==> src/rtl/wish_pkg.sv <==
// Shared definitions for the Wishbone-stream packer/unpacker family:
// tag bit positions, unpacker state encoding and a clog2 helper.
package wish_pkg;

    localparam int TGC_FIRST = 0;
    localparam int TGC_LAST  = 1;

    typedef enum logic {
        UNP_EMPTY = 1'b0,
        UNP_EMIT  = 1'b1
    } unp_state_e;

    // Ceiling log2, usable in parameter expressions.
    function automatic int clog2(input int value);
        int r;
        int v;
        r = 0;
        v = value - 1;
        while (v > 0) begin
            r = r + 1;
            v = v >> 1;
        end
        return r;
    endfunction

endpackage

==> src/rtl/wish_unpackn.sv <==
// Wishbone-stream unpacker: takes one beat of NUM_PACK words and emits them
// one word per transfer, first word chosen by LITTLE_ENDIAN.
// Build option: WISH_UNPACKN_CNT_EN enables partial beats via s_cnt_i.
module wish_unpackn
    import wish_pkg::*;
#(
    parameter int DATA_WIDTH    = 8,
    parameter int NUM_PACK      = 4,
    parameter int TGC_WIDTH     = 2,
    parameter int LITTLE_ENDIAN = 0,
    localparam int CNT_WIDTH    = clog2(NUM_PACK + 1)
) (
    input  logic                           clk_i,
    input  logic                           rst_ni,
    input  logic                           s_cyc_i,
    input  logic                           s_stb_i,
    input  logic [DATA_WIDTH*NUM_PACK-1:0] s_dat_i,
    input  logic [TGC_WIDTH-1:0]           s_tgc_i,
    input  logic [CNT_WIDTH-1:0]           s_cnt_i,
    output logic                           s_stall_o,
    output logic                           s_ack_o,
    output logic                           d_cyc_o,
    output logic                           d_stb_o,
    output logic [DATA_WIDTH-1:0]          d_dat_o,
    output logic [TGC_WIDTH-1:0]           d_tgc_o,
    input  logic                           d_ack_i
);

    localparam int BEAT_W = DATA_WIDTH * NUM_PACK;

    unp_state_e            state_q, state_d;
    logic [CNT_WIDTH-1:0]  rem_q, rem_d;
    logic [BEAT_W-1:0]     buf_q, buf_d;
    logic [TGC_WIDTH-1:0]  btgc_q, btgc_d;   // tags of the beat being emitted
    logic [TGC_WIDTH-1:0]  dtgc_q, dtgc_d;   // tags of the presented word
    logic                  in_pkt_q, in_pkt_d;
    logic                  cyc_q, cyc_d;
    logic                  ack_q, ack_d;

    logic                  xfer;
    logic                  last_word;
    logic                  stall;
    logic                  accept;
    logic [CNT_WIDTH-1:0]  cnt_eff;
    logic [BEAT_W-1:0]     buf_shift;

`ifdef WISH_UNPACKN_CNT_EN
    // Out-of-range counts fall back to a full beat.
    always_comb begin
        cnt_eff = s_cnt_i;
        if (s_cnt_i == '0 || s_cnt_i > CNT_WIDTH'(NUM_PACK))
            cnt_eff = CNT_WIDTH'(NUM_PACK);
    end
`else
    logic unused_cnt;
    assign unused_cnt = ^s_cnt_i;
    assign cnt_eff    = CNT_WIDTH'(NUM_PACK);
`endif

    // The presented word always sits at the outgoing end of the buffer.
    if (LITTLE_ENDIAN != 0) begin : g_le
        assign buf_shift = buf_q >> DATA_WIDTH;
        assign d_dat_o   = buf_q[DATA_WIDTH-1:0];
    end else begin : g_be
        assign buf_shift = buf_q << DATA_WIDTH;
        assign d_dat_o   = buf_q[BEAT_W-1 -: DATA_WIDTH];
    end

    assign xfer      = (state_q == UNP_EMIT) && d_ack_i;
    assign last_word = (rem_q == CNT_WIDTH'(1));
    // A new beat may land in the same cycle the final word leaves.
    assign stall     = (state_q == UNP_EMIT) && !(xfer && last_word);
    assign accept    = s_cyc_i && s_stb_i && !stall;

    // Next-state, word shift and tag generation; a load overrides the shift.
    always_comb begin
        state_d  = state_q;
        rem_d    = rem_q;
        buf_d    = buf_q;
        btgc_d   = btgc_q;
        dtgc_d   = dtgc_q;
        in_pkt_d = in_pkt_q;
        ack_d    = accept;

        if (xfer) begin
            if (dtgc_q[TGC_LAST])
                in_pkt_d = 1'b0;
            else if (dtgc_q[TGC_FIRST])
                in_pkt_d = 1'b1;
            buf_d             = buf_shift;
            rem_d             = rem_q - CNT_WIDTH'(1);
            dtgc_d            = btgc_q;
            dtgc_d[TGC_FIRST] = 1'b0;
            dtgc_d[TGC_LAST]  = btgc_q[TGC_LAST] && (rem_q == CNT_WIDTH'(2));
            if (last_word)
                state_d = UNP_EMPTY;
        end

        if (accept) begin
            state_d          = UNP_EMIT;
            buf_d            = s_dat_i;
            rem_d            = cnt_eff;
            btgc_d           = s_tgc_i;
            dtgc_d           = s_tgc_i;
            dtgc_d[TGC_LAST] = s_tgc_i[TGC_LAST] && (cnt_eff == CNT_WIDTH'(1));
        end

        cyc_d = (state_d == UNP_EMIT) || in_pkt_d;
    end

    // State and output registers with synchronous reset.
    always_ff @(posedge clk_i) begin
        if (!rst_ni) begin
            state_q  <= UNP_EMPTY;
            rem_q    <= '0;
            buf_q    <= '0;
            btgc_q   <= '0;
            dtgc_q   <= '0;
            in_pkt_q <= 1'b0;
            cyc_q    <= 1'b0;
            ack_q    <= 1'b0;
        end else begin
            state_q  <= state_d;
            rem_q    <= rem_d;
            buf_q    <= buf_d;
            btgc_q   <= btgc_d;
            dtgc_q   <= dtgc_d;
            in_pkt_q <= in_pkt_d;
            cyc_q    <= cyc_d;
            ack_q    <= ack_d;
        end
    end

    assign s_stall_o = stall;
    assign s_ack_o   = ack_q;
    assign d_stb_o   = (state_q == UNP_EMIT);
    assign d_cyc_o   = cyc_q;
    assign d_tgc_o   = dtgc_q;

endmodule

==> config.mk <==
export PLATFORM = sky130hd
export DESIGN_NAME = wish_unpackn
export DESIGN_NICKNAME = d
export VERILOG_FILES = /design/src/rtl/wish_pkg.sv /design/src/rtl/wish_unpackn.sv
export SDC_FILE = /design/constraint.sdc
export NUM_CORES = 1
export LEC_CHECK = 0
export CAP_MARGIN = 25
export CELL_PAD_IN_SITES_DETAIL_PLACEMENT = 0
export CELL_PAD_IN_SITES_GLOBAL_PLACEMENT = 1
export CORE_MARGIN = 4
export CORE_UTILIZATION = 32
export DETAILED_ROUTE_END_ITERATION = 7
export PLACE_DENSITY_LB_ADDON = 0.1
export SLEW_MARGIN = 20
export SYNTH_ARGS = -nofsm -noshare
export SYNTH_HDL_FRONTEND = slang
export SYNTH_SLANG_ARGS = --single-unit
==> constraint.sdc <==
create_clock -name clk_i -period 1.5 [get_ports clk_i]
set_input_delay 0.225 -clock clk_i [delete_from_list [all_inputs] [get_ports clk_i]]
set_output_delay 0.225 -clock clk_i [all_outputs]
set_load 0.05 [all_outputs]
==> reports/qor.txt <==
Post-synth EDFFs - 0
Port Buffers - 52
slew at the pin closest to its max-slew limit - 0.249 ns
worst-skew pair later-pin latency - 0.29 ns
worst min path class - reg2reg
dpl hpwl - 3420 um
global-route wire length before repair - 7910 um
Nets - 294
combinational group share of total power - 22.7%
row count - 28
maximum vdd ir drop - 0.500 mV
Vias - 1,689
Peak Freq - 689 MHz
depth of the most critical reg-to-reg path - 6
Seq/Total Area, Yosys - 42.1%
antenna viol nets, final - 0
Final Cycle Share - 96.8%
# DRC - 0
Main synth FF type - dfxtp_1
FILL cells - 566
vias in the first global route - 1,718
initial antenna violation count - 0
final setup vio count - 0
Sw Pwr - 0.000683 W
CP Capture Type - output pin
PD cells - 919 nW/um^2
Num CTS Buffers - 5
Register Area - 845 sq um
maximum fanout along the worst path - 4
Clock Pin Slew Worst Setup and Hold Paths - 0.07 ns
pin count of the biggest net entering global routing - 34
hold_sp - in_pkt_q
H-tree levels - 2
Post-CTS Hold Buffers - 0
Max transition margin - 83.4%
Worst Path Arrival - 1.23 ns
post-synthesis async set-or-reset flop share - 0%
Initial DRC Count - 51
CORE AREA - 5990 sq um
DR pass1 iterations - 4
Mapped Avg Cell Area - 10.0 sq um
die height - 87.0 um
number of clock sinks - 42
routed len/inst - 15.1 um
Cell Int Power - 0.00184 W
fin cells - 323
Ys Warns - 0
CP Class - reg2out
WHS - 0.473 ns
final WL - 4870 um
synthesized area - 2000 sq um
Leak - 1.04 nW
CTS tree - done
area of the multi-input gates - 866 sq um
R2R Path End - buf_q[14]
hold path cells - 2
Final min period - 1.45 ns
grt ovf - 0
Critical Path RT - 1.27 ns
RSZ-0062 raised after global routing - yes
clock share of power - 28.2%
die footprint - 7580 sq um
flops & latches, synth - 42
CTS root buf - clkbuf_8
Die X - 87.0 um
area share of the leading cell type in the synthesized netlist - 42.1%
RePlAce Congestion - 0.789
max cap viols - 0
top cells by area, synth - dfxtp_1 (42%), o221a_1 (11%), a31oi_1 (7.8%), inv_1 (5.1%), o32ai_1 (3.5%)
synthesized net count - 244
I/O pin cnt - 56
Hold Path Sink - in_pkt_q
share of cells above drive strength 1 - 23.0%
number of antenna diodes - 0
status - finished clean
post-synth top area cell - dfxtp_1
startpoint types - flip-flop
Power, Total - 0.00252 W
Post-Syn Instances - 199
Hold Violations, Final - 0
Reg2Reg Setup Slack - 0.10 ns
Initial Util - 33.4%
CTS max path bufs - 2
clk_skew - 0.00194 ns
Sw Ratio - 27.1%
vias per cell - 5.23
synth-to-layout area growth - 37.1%
Slew Viols, Final - 0
Distinct cells, synth - 34
Global Route Usage Sum - 13.3%
Inst Count DP - 315
Flop pwr share - 49.0%
FF-to-FF Start - rem_q[1]
==> cell families (layout without fill, tap and decap cells) <==
group	Yosys count	after routing	share of synthesized area, %
AO/OA/AOI/OAI	77	77	33.0
adder cells (fa/ha/maj)	3	3	1.88
XOR/XNOR	1	1	0.438
buffers and inverters	55	104	15.4
multiplexers	1	1	0.501
flip-flops	42	42	42.1
AND/OR/NAND/NOR	20	20	6.70
==> how the worst max path moves through the flow <==
stage	from	to	slack (ns)	cells past startpoint
after floorplan	rem_q[1]	buf_q[12]	0.05	7
after global placement	s_cyc_i	buf_q[20]	-0.14	5
after detailed placement	s_stb_i	buf_q[14]	-0.17	5
after CTS	rem_q[1]	s_stall_o	0.02	5
after global routing	rem_q[1]	s_stall_o	-0.002	5
final	rem_q[1]	s_stall_o	0.05	5
==> power groups by stage <==
stage	logic [W]	registers, W	clock network (W)
CTS	0.000579	0.00124	0.000744
detailed placement	0.000572	0.00126	0
global placement	0.000565	0.00126	0
floorplan	0.000344	0.00127	0
finish	0.000573	0.00124	0.000711
global route	0.000617	0.00124	0.000788
==> flip-flops by register name, summed over array words and instances, names as in the netlist <==
register  flops
buf_q        32
in_pkt_q      1
btgc_q        1
rem_q         3
s_ack_o       1
d_cyc_o       1
d_stb_o       1
d_tgc_o       2
==> cells in the mapped netlist (3+ instances only) <==
library cell	instances
dfxtp_1	42
inv_1	27
a31oi_1	25
o221a_1	20
buf_2	9
buf_4	9
o211ai_1	8
o32ai_1	8
buf_6	6
nand2_1	6
nor2_1	4
o221a_2	4
clkbuf_1	3
ha_1	3
==> cell type report <==
type	count	area share, %
clock buffer	6	3.01
sequential	42	30.8
inverter	27	3.70
multi-input combinational	102	31.6
timing repair buffer	71	27.5
tap	75	3.42
==> cell usage in the layout (no fill, tap or decap), drive strengths merged, types with 2 or more instances in the layout <==
cell and count:
nor2 5, dfxtp 42, buf 33, a21o 2, a21oi 2, and2 2
ha 3, o211ai 8, a21boi 2, a31oi 25, nand2 6, nand4b 3
nor3 2, o221a 24, clkdlybuf4s50 38, o32ai 8, inv 27, clkbuf 6
==> worst max-delay path: stages, from the launching register on <==
cell	delay, ns
dfxtp_2	0.33
inv_2	0.07
ha_4	0.14
nand3b_4	0.09
and2_4	0.17
buf_12	0.14
==> layer usage <==
layer  global-route usage (%)  part of all wire [%]
met2                     22.6                    49
met5                        0                     0
met1                     15.7                    43
met3                     3.69                   6.3
met4                     5.10                   1.4
==> stage by stage <==
stage	setup WS, ns	setup TNS, ns	area, sq um	utilization, %
after detailed placement	-0.169	-4.37	2630	43.8
final	0.0476	0	2740	45.8
after global routing	-0.00187	-0.00187	2740	45.8
after CTS	0.0235	0	2730	45.6
after global placement	-0.139	-3.52	2630	43.8
after floorplan	0.0507	0	2000	-
==> repair_timing <==
action	4_1_cts	5_1_grt
endpoints found under the setup margin	11	1
gates resized for setup	6	0
pin swaps	1	1
buffers inserted	2	1
(Power assumes the default switching activity.)
